## config.mk

```make
export PLATFORM = sky130hd
export DESIGN_NAME = aes_xif_scheduler_flat
export DESIGN_NICKNAME = d
export VERILOG_FILES = /design/src/rtl/aes_xif_scheduler_if.sv /design/src/rtl/aes_xif_scheduler.sv /design/src/flat_wrapper.sv
export SDC_FILE = /design/constraint.sdc
export NUM_CORES = 1
export LEC_CHECK = 0
export ABC_AREA = 1
export CAP_MARGIN = 20
export CORE_ASPECT_RATIO = 0.9
export CORE_MARGIN = 5
export CORE_UTILIZATION = 46
export CTS_BUF_LIST = sky130_fd_sc_hd__clkbuf_4 sky130_fd_sc_hd__clkbuf_8
export DETAILED_ROUTE_END_ITERATION = 8
export PLACE_DENSITY = 0.8
export SLEW_MARGIN = 10
export SYNTH_ARGS = -nofsm -noshare
export SYNTH_HDL_FRONTEND = slang
export SYNTH_SLANG_ARGS = --single-unit
```

## constraint.sdc

```tcl
create_clock -name clk_i -period 3.2 [get_ports clk_i]
set_input_delay 0.48 -clock clk_i [delete_from_list [all_inputs] [get_ports clk_i]]
set_output_delay 0.48 -clock clk_i [all_outputs]
set_load 0.05 [all_outputs]
```

## src/rtl/aes_xif_scheduler_if.sv

```systemverilog
// X-interface bundle between the core and the aes32 scheduler,
// including the hooks to the shared combinational aes32 datapath.
interface aes_xif_scheduler_if #(
    parameter int X_ID_WIDTH = 4,
    parameter int DEPTH      = 2
);
    localparam int OW = $clog2(DEPTH) + 1;

    logic                  issue_valid_i;
    logic                  issue_ready_o;
    logic [X_ID_WIDTH-1:0] issue_id_i;
    logic [1:0]            issue_op_i;
    logic [1:0]            issue_bs_i;
    logic [4:0]            issue_rd_i;
    logic [31:0]           issue_rs1_i;
    logic [31:0]           issue_rs2_i;

    logic                  commit_valid_i;
    logic [X_ID_WIDTH-1:0] commit_id_i;
    logic                  commit_kill_i;

    logic [1:0]            dp_op_o;
    logic [1:0]            dp_bs_o;
    logic [31:0]           dp_rs1_o;
    logic [31:0]           dp_rs2_o;
    logic [31:0]           dp_rd_i;

    logic                  result_valid_o;
    logic                  result_ready_i;
    logic [X_ID_WIDTH-1:0] result_id_o;
    logic [4:0]            result_rd_o;
    logic [31:0]           result_data_o;

    logic [OW-1:0]         occupancy_o;

    modport master (
        output issue_valid_i, issue_id_i, issue_op_i, issue_bs_i,
        output issue_rd_i, issue_rs1_i, issue_rs2_i,
        output commit_valid_i, commit_id_i, commit_kill_i,
        output dp_rd_i, result_ready_i,
        input  issue_ready_o, dp_op_o, dp_bs_o, dp_rs1_o, dp_rs2_o,
        input  result_valid_o, result_id_o, result_rd_o, result_data_o,
        input  occupancy_o
    );

    modport slave (
        input  issue_valid_i, issue_id_i, issue_op_i, issue_bs_i,
        input  issue_rd_i, issue_rs1_i, issue_rs2_i,
        input  commit_valid_i, commit_id_i, commit_kill_i,
        input  dp_rd_i, result_ready_i,
        output issue_ready_o, dp_op_o, dp_bs_o, dp_rs1_o, dp_rs2_o,
        output result_valid_o, result_id_o, result_rd_o, result_data_o,
        output occupancy_o
    );
endinterface

```

## src/rtl/aes_xif_scheduler.sv

```systemverilog
// aes32 X-interface scheduler: in-order pending FIFO with commit/kill
// tracking feeding a shared datapath and a one-entry result register.
module aes_xif_scheduler #(
    parameter int X_ID_WIDTH = 4,
    parameter int DEPTH      = 2
) (
    input logic                clk_i,
    input logic                rst_i,
    aes_xif_scheduler_if.slave xif
);
    localparam int PW = $clog2(DEPTH);
    localparam int CW = PW + 1;

    typedef struct packed {
        logic [X_ID_WIDTH-1:0] id;
        logic [1:0]            op;
        logic [1:0]            bs;
        logic [4:0]            rd;
        logic [31:0]           rs1;
        logic [31:0]           rs2;
        logic                  cmt;
        logic                  kil;
    } entry_t;

    entry_t                q [DEPTH];
    logic [PW-1:0]         head_q;
    logic [PW-1:0]         tail_q;
    logic [CW-1:0]         count_q;

    logic                  res_valid_q;
    logic [X_ID_WIDTH-1:0] res_id_q;
    logic [4:0]            res_rd_q;
    logic [31:0]           res_data_q;

    logic                  not_empty;
    logic                  issue_fire;
    logic                  pop;
    logic                  pop_res;
    logic                  match_hit;
    logic [PW-1:0]         match_idx;
    logic [PW-1:0]         scan;
    entry_t                head_e;
    entry_t                new_e;

    assign not_empty  = count_q != '0;
    assign head_e     = q[head_q];
    assign issue_fire = xif.issue_valid_i & xif.issue_ready_o;

    // A killed head drops without touching the result register.
    assign pop     = not_empty & head_e.cmt &
                     (head_e.kil | ~res_valid_q | xif.result_ready_i);
    assign pop_res = pop & ~head_e.kil;

    always_comb begin
        new_e     = '0;
        new_e.id  = xif.issue_id_i;
        new_e.op  = xif.issue_op_i;
        new_e.bs  = xif.issue_bs_i;
        new_e.rd  = xif.issue_rd_i;
        new_e.rs1 = xif.issue_rs1_i;
        new_e.rs2 = xif.issue_rs2_i;
    end

    // Scan from the head so the oldest uncommitted id match wins.
    always_comb begin
        match_hit = 1'b0;
        match_idx = '0;
        scan      = '0;
        for (int k = 0; k < DEPTH; k++) begin
            scan = head_q + PW'(k);
            if (!match_hit && (CW'(k) < count_q) &&
                (q[scan].id == xif.commit_id_i) && !q[scan].cmt) begin
                match_hit = 1'b1;
                match_idx = scan;
            end
        end
    end

    always_ff @(posedge clk_i) begin
        if (rst_i) begin
            for (int i = 0; i < DEPTH; i++) q[i] <= '0;
            head_q      <= '0;
            tail_q      <= '0;
            count_q     <= '0;
            res_valid_q <= 1'b0;
            res_id_q    <= '0;
            res_rd_q    <= '0;
            res_data_q  <= '0;
        end else begin
            if (issue_fire) begin
                q[tail_q] <= new_e;
                tail_q    <= tail_q + PW'(1);
            end
            if (xif.commit_valid_i && match_hit) begin
                q[match_idx].cmt <= 1'b1;
                q[match_idx].kil <= xif.commit_kill_i;
            end
            if (pop) head_q <= head_q + PW'(1);
            count_q <= count_q + CW'(issue_fire) - CW'(pop);
            if (pop_res) begin
                res_valid_q <= 1'b1;
                res_id_q    <= head_e.id;
                res_rd_q    <= head_e.rd;
                res_data_q  <= xif.dp_rd_i;
            end else if (xif.result_ready_i) begin
                res_valid_q <= 1'b0;
            end
        end
    end

    assign xif.issue_ready_o  = count_q < CW'(DEPTH);
    assign xif.occupancy_o    = count_q;

    assign xif.dp_op_o        = not_empty ? head_e.op  : '0;
    assign xif.dp_bs_o        = not_empty ? head_e.bs  : '0;
    assign xif.dp_rs1_o       = not_empty ? head_e.rs1 : '0;
    assign xif.dp_rs2_o       = not_empty ? head_e.rs2 : '0;

    assign xif.result_valid_o = res_valid_q;
    assign xif.result_id_o    = res_id_q;
    assign xif.result_rd_o    = res_rd_q;
    assign xif.result_data_o  = res_data_q;
endmodule
```

## src/flat_wrapper.sv

```systemverilog
// flat-port wrapper written by rule: the top's interface ports become plain ports
module aes_xif_scheduler_flat 
#(
    parameter int X_ID_WIDTH = 4,
    parameter int DEPTH      = 2
)
  (clk_i, rst_i, xif_issue_valid_i, xif_issue_id_i, xif_issue_op_i, xif_issue_bs_i, xif_issue_rd_i, xif_issue_rs1_i, xif_issue_rs2_i, xif_commit_valid_i, xif_commit_id_i, xif_commit_kill_i, xif_dp_rd_i, xif_result_ready_i, xif_issue_ready_o, xif_dp_op_o, xif_dp_bs_o, xif_dp_rs1_o, xif_dp_rs2_o, xif_result_valid_o, xif_result_id_o, xif_result_rd_o, xif_result_data_o, xif_occupancy_o);
  aes_xif_scheduler_if #(.X_ID_WIDTH(X_ID_WIDTH), .DEPTH(DEPTH)) xif_i ();
  input logic clk_i;
  input logic rst_i;
  input wire logic [$bits(xif_i.issue_valid_i)-1:0] xif_issue_valid_i;
  input wire logic [$bits(xif_i.issue_id_i)-1:0] xif_issue_id_i;
  input wire logic [$bits(xif_i.issue_op_i)-1:0] xif_issue_op_i;
  input wire logic [$bits(xif_i.issue_bs_i)-1:0] xif_issue_bs_i;
  input wire logic [$bits(xif_i.issue_rd_i)-1:0] xif_issue_rd_i;
  input wire logic [$bits(xif_i.issue_rs1_i)-1:0] xif_issue_rs1_i;
  input wire logic [$bits(xif_i.issue_rs2_i)-1:0] xif_issue_rs2_i;
  input wire logic [$bits(xif_i.commit_valid_i)-1:0] xif_commit_valid_i;
  input wire logic [$bits(xif_i.commit_id_i)-1:0] xif_commit_id_i;
  input wire logic [$bits(xif_i.commit_kill_i)-1:0] xif_commit_kill_i;
  input wire logic [$bits(xif_i.dp_rd_i)-1:0] xif_dp_rd_i;
  input wire logic [$bits(xif_i.result_ready_i)-1:0] xif_result_ready_i;
  output wire logic [$bits(xif_i.issue_ready_o)-1:0] xif_issue_ready_o;
  output wire logic [$bits(xif_i.dp_op_o)-1:0] xif_dp_op_o;
  output wire logic [$bits(xif_i.dp_bs_o)-1:0] xif_dp_bs_o;
  output wire logic [$bits(xif_i.dp_rs1_o)-1:0] xif_dp_rs1_o;
  output wire logic [$bits(xif_i.dp_rs2_o)-1:0] xif_dp_rs2_o;
  output wire logic [$bits(xif_i.result_valid_o)-1:0] xif_result_valid_o;
  output wire logic [$bits(xif_i.result_id_o)-1:0] xif_result_id_o;
  output wire logic [$bits(xif_i.result_rd_o)-1:0] xif_result_rd_o;
  output wire logic [$bits(xif_i.result_data_o)-1:0] xif_result_data_o;
  output wire logic [$bits(xif_i.occupancy_o)-1:0] xif_occupancy_o;
  assign xif_i.issue_valid_i = xif_issue_valid_i;
  assign xif_i.issue_id_i = xif_issue_id_i;
  assign xif_i.issue_op_i = xif_issue_op_i;
  assign xif_i.issue_bs_i = xif_issue_bs_i;
  assign xif_i.issue_rd_i = xif_issue_rd_i;
  assign xif_i.issue_rs1_i = xif_issue_rs1_i;
  assign xif_i.issue_rs2_i = xif_issue_rs2_i;
  assign xif_i.commit_valid_i = xif_commit_valid_i;
  assign xif_i.commit_id_i = xif_commit_id_i;
  assign xif_i.commit_kill_i = xif_commit_kill_i;
  assign xif_i.dp_rd_i = xif_dp_rd_i;
  assign xif_i.result_ready_i = xif_result_ready_i;
  assign xif_issue_ready_o = xif_i.issue_ready_o;
  assign xif_dp_op_o = xif_i.dp_op_o;
  assign xif_dp_bs_o = xif_i.dp_bs_o;
  assign xif_dp_rs1_o = xif_i.dp_rs1_o;
  assign xif_dp_rs2_o = xif_i.dp_rs2_o;
  assign xif_result_valid_o = xif_i.result_valid_o;
  assign xif_result_id_o = xif_i.result_id_o;
  assign xif_result_rd_o = xif_i.result_rd_o;
  assign xif_result_data_o = xif_i.result_data_o;
  assign xif_occupancy_o = xif_i.occupancy_o;
  aes_xif_scheduler #(.X_ID_WIDTH(X_ID_WIDTH), .DEPTH(DEPTH)) u_core (.clk_i(clk_i), .rst_i(rst_i), .xif(xif_i));
endmodule
```

* Yosys cells after proc, flatten, opt, wreduce, memory -nomap -nowiden
Memories as Yosys holds them, arrays and structs flattened. A register that Yosys moved wholly into a read port is not among the register bits. Index checks and enable logic that the tools add are counted. W data, S select, Z words.
Storage, ports and cells: output and inout port bits 113, memory bits (writable) 158, memories kept 1, flip-flop bits (word level) 46
Memory list:
- u_core.q | words 2, bits a word 79, read ports 2, clocked after Yosys merged registers in 1, write ports 2, line aes_xif_scheduler.sv:25 | entry_t q [DEPTH];
Cells by class: multiplexer cells 26, order comparisons 3, bitwise operators 8, reductions and logical operators 13, add/subtract/negate cells 4, equal/unequal tests 2
Operators with widths (count):
- $mux W79 | 2
- $reduce_or A79 Y1 | 2
- $mux W32 | 2
- $mux W1 | 19
- $eq A4 B4 Y1 | 2
- $logic_and A1 B1 Y1 | 6
- $mux W2 | 3
- $and A1 B1 Y1 | 4
- $lt A1 B2 Y1 const A | 2
- $reduce_bool A2 Y1 | 2
- $logic_not A1 Y1 | 3
- $add A1 B1 Y1 const B | 2
- $add A2 B1 Y2 | 1
- $lt A2 B2 Y1 const B | 1
- $not A1 Y1 | 2
- $or A1 B1 Y1 | 2
- $sub A2 B1 Y2 | 1

* Logic depth before layout (Yosys ltp)
word-level depth 15, mapped depth 12, depth with buffers taken out 12

* Worst setup path after synthesis
OpenSTA, ideal clock, no wires.
path type register to register, start reg u_core.count_q[1] (netlist: u_core.xif.occupancy_o[1]), end mem u_core.q[0][0] in the netlist's numbering (enable), path buffers 0, arrival time 3.306 ns, path slack -0.405 ns, required time 2.901 ns, stages on the path, launching flop included 8, cells stage by stage dfxtp_1 > inv_1 > nand2_1 > inv_1 > nand3_1 > nand2_1 > inv_1 > nand2_1
RTL lines:
- start: declaration | line aes_xif_scheduler.sv:28 | logic [CW-1:0] count_q;
- start signal: assignment | line aes_xif_scheduler.sv:99 | count_q <= count_q + CW'(issue_fire) - CW'(pop);
- end: declaration | line aes_xif_scheduler.sv:25

==> impl_metrics.json <==
{
  "status": "completed",
  "max_freq_mhz": 357,
  "synthesis.area_sq_mm": 0.00879,
  "finish.utilization_pct": 66.7,
  "path_cells": "inv_2 -> buf_4 -> nand2_1 -> a21oi_1 -> buf_12",
  "combinationalPowerShare_pct": 21.0,
  "ant_nets": 0,
  "routed_wl_um": 23500,
  "setup_viol": 0,
  "wl_per_cell_um": 16.1,
  "drt_first_pass_iters": 5,
  "num_rows": 48,
  "drv_cap": 0,
  "grt_max_degree": 78,
  "stdcell_count": 1456,
  "tns_ns": 0,
  "p_leak_nw": 5.36,
  "hold_buffers": 0,
  "min_path_type": "reg2reg",
  "synth_top_area_share_pct": 53.3,
  "critPathCaptureType": "primary output",
  "vdd_drop_max_mv": 0.394,
  "routed_via_density": 4.99,
  "die_area_sq_mm": 0.0220,
  "clk_path_buf_depth": 3,
  "synthesis.instances": 957,
  "cts_root_buffer": "clkbuf_8",
  "drtIter0Drc": 743,
  "grt_setup_unrepaired": "false",
  "post_cts_buffers": 0,
  "final_cell_mix": "231 x nor2_1, 207 x nand2_1, 163 x clkdlybuf4s50_1, 156 x edfxtp_1, 104 x inv_1",
  "intPower_mw": 4.83,
  "endpoint": "xif_dp_rs1_o[6]",
  "hold_depth": 2,
  "r2r_cells": 8,
  "fin_crit_ns": 2.80,
  "synth-seq-cells": 205,
  "drcViolationCount": 0,
  "ys_types": 25,
  "tightest_slew_ns": 0.557,
  "port_buffers": 231,
  "num_vias": 7271,
  "antenna_found_initial": 1,
  "grt_pass1_vias": 7332,
  "path_clk_slew_ns": 0.06,
  "drv_slew": 0,
  "slowest_stage": "buf_4",
  "cts_tree": "yes",
  "switching_share_pct": 27.9,
  "max_stage_delay_ns": 0.45,
  "clk_latency_ns": 0.51,
  "finalHoldViolations": 0,
  "reg2reg_to": "u_core.xif.result_data_o[13]",
  "htreeDepth": 2,
  "nNetsFinal": 1304,
  "fp.dieH_um": 141,
  "io_pins": 232,
  "grt_usage_pct": 20.9,
  "area_growth_pct": 44.0,
  "switchingPower_mw": 1.87,
  "cts_buffers": 34,
  "arrival_ns": 2.32,
  "ys_seq_area_share_pct": 64.4,
  "placed_cells": 1397,
  "n_antenna_cell": 0,
  "grt_pass1_wl_um": 36700,
  "synth-warning-count": 0,
  "final_common_cell": "nor2_1",
  "start_util_pct": 46.3,
  "dp_hpwl_um": 15400,
  "finClkSkew_ns": 0.0176,
  "r2r_setup_slack_ns": 1.07,
  "p_per_area_mw_per_mm2": 529,
  "synth_fp_nets": 1078,
  "yosysTopAreaCell": "edfxtp_1",
  "power_frac_clock_pct": 32.7,
  "seq_power_share_pct": 46.2,
  "core-area_sq_mm": 0.0190,
  "period_share_pct": 87.5,
  "globalplace.congestion": 0.821,
  "slew_headroom_pct": 62.8,
  "layout-drive-gt1-share_pct": 12.3,
  "clock_sinks": 205,
  "crit_fanout": 35,
  "startpoint_type": "flip-flop",
  "synth.area.top_cells": "edfxtp_1 53%, dfxtp_1 11%, nor2_1 9.9%, nand2_1 8.9%, inv_1 4.5%",
  "syn_area_per_cell_sq_um": 9.19,
  "die_x_um": 156,
  "grt_overflow": 0,
  "crit_required_ns": 2.72,
  "postCtsResizedCells": 0,
  "crit_type": "reg2out"
}
==> how the worst min path moves through the flow <==
stage                     endpoint           start
CTS                  u_core.tail_q   u_core.tail_q
global route         u_core.tail_q   u_core.tail_q
finish               u_core.tail_q   u_core.tail_q
detailed placement   u_core.tail_q   u_core.tail_q
floorplan           u_core.q[0][1]  u_core.q[0][1]
global placement     u_core.tail_q   u_core.tail_q
==> Yosys cell counts, drive strengths merged <==
library cell,count
inv,108
nand4,1
buf,29
dfxtp,49
a21oi,74
xor2,1
nor3,1
a31oi,7
clkbuf,25
edfxtp,156
nand2,209
nor2,233
nand3,17
o21ai,45
ha,2
==> stage by stage <==
stage / worst slack, ns / hold WS, ns / power, mW / area [sq um]
global route: 0.282 / 0.520 / 6.96 / 12700
finish: 0.401 / 0.468 / 6.70 / 12700
CTS: 0.362 / 0.470 / 6.76 / 12700
global placement: 0.813 / 0.460 / 4.54 / 12000
floorplan: 0.103 / 0.445 / 3.82 / 8800
detailed placement: 0.765 / 0.461 / 4.56 / 12000
==> cell families after synthesis <==
logic type	after synthesis	synth area share [%]
compound gates	126	7.49
flops	205	64.4
xor+xnor	1	0.0996
buf+inv	162	7.60
simple gates	461	20.1
fa+ha+maj	2	0.285
==> routing by layer <==
metal / share of wire [%] / global-route usage, % / vias to the layer above
met5: 0.051 / 0 / -
met4: 1.8 / 5.57 / 2
met3: 10 / 7.18 / 39
met2: 47 / 34.5 / 311
met1: 41 / 26.4 / 3419
li1: - / - / 3500
==> sequential cells by signal, summed over array words and instances, names as in the netlist, named ones only <==
register,flops
u_core.xif.occupancy_o,2
u_core.head_q,1
u_core.xif.result_rd_o,5
u_core.xif.result_id_o,4
u_core.xif.result_data_o,32
u_core.tail_q,1
u_core.xif.result_valid_o,1
u_core.q,158
==> power by group through the flow <==
stage	Clock [mW]	Sequential (mW)	Combinational, mW
after CTS	2.24	3.10	1.42
final	2.19	3.10	1.41
after global routing	2.36	3.11	1.49
after detailed placement	0	3.15	1.41
after global placement	0	3.14	1.40
after floorplan	0	3.17	0.653
==> cell type report <==
cell class	instances	area, sq um
multi-input combinational	590	2480
inverter	108	409
fill	1445	6320
sequential	205	5670
tap	250	313
clock buffer	48	598
clock inverter	11	48.8
timing repair buffer	244	3140
==> worst max-delay path, delay by kind of cell (launching register included) <==
| kind | cells | cell delay (ns) |
|---|---|---|
| buffers and inverters | 3 | 0.99 |
| DFF | 1 | 0.33 |
| AOI/OAI and AO/OA | 1 | 0.36 |
| and+or+nand+nor | 1 | 0.12 |
No activity file was read; power rests on OpenSTA's default activity.
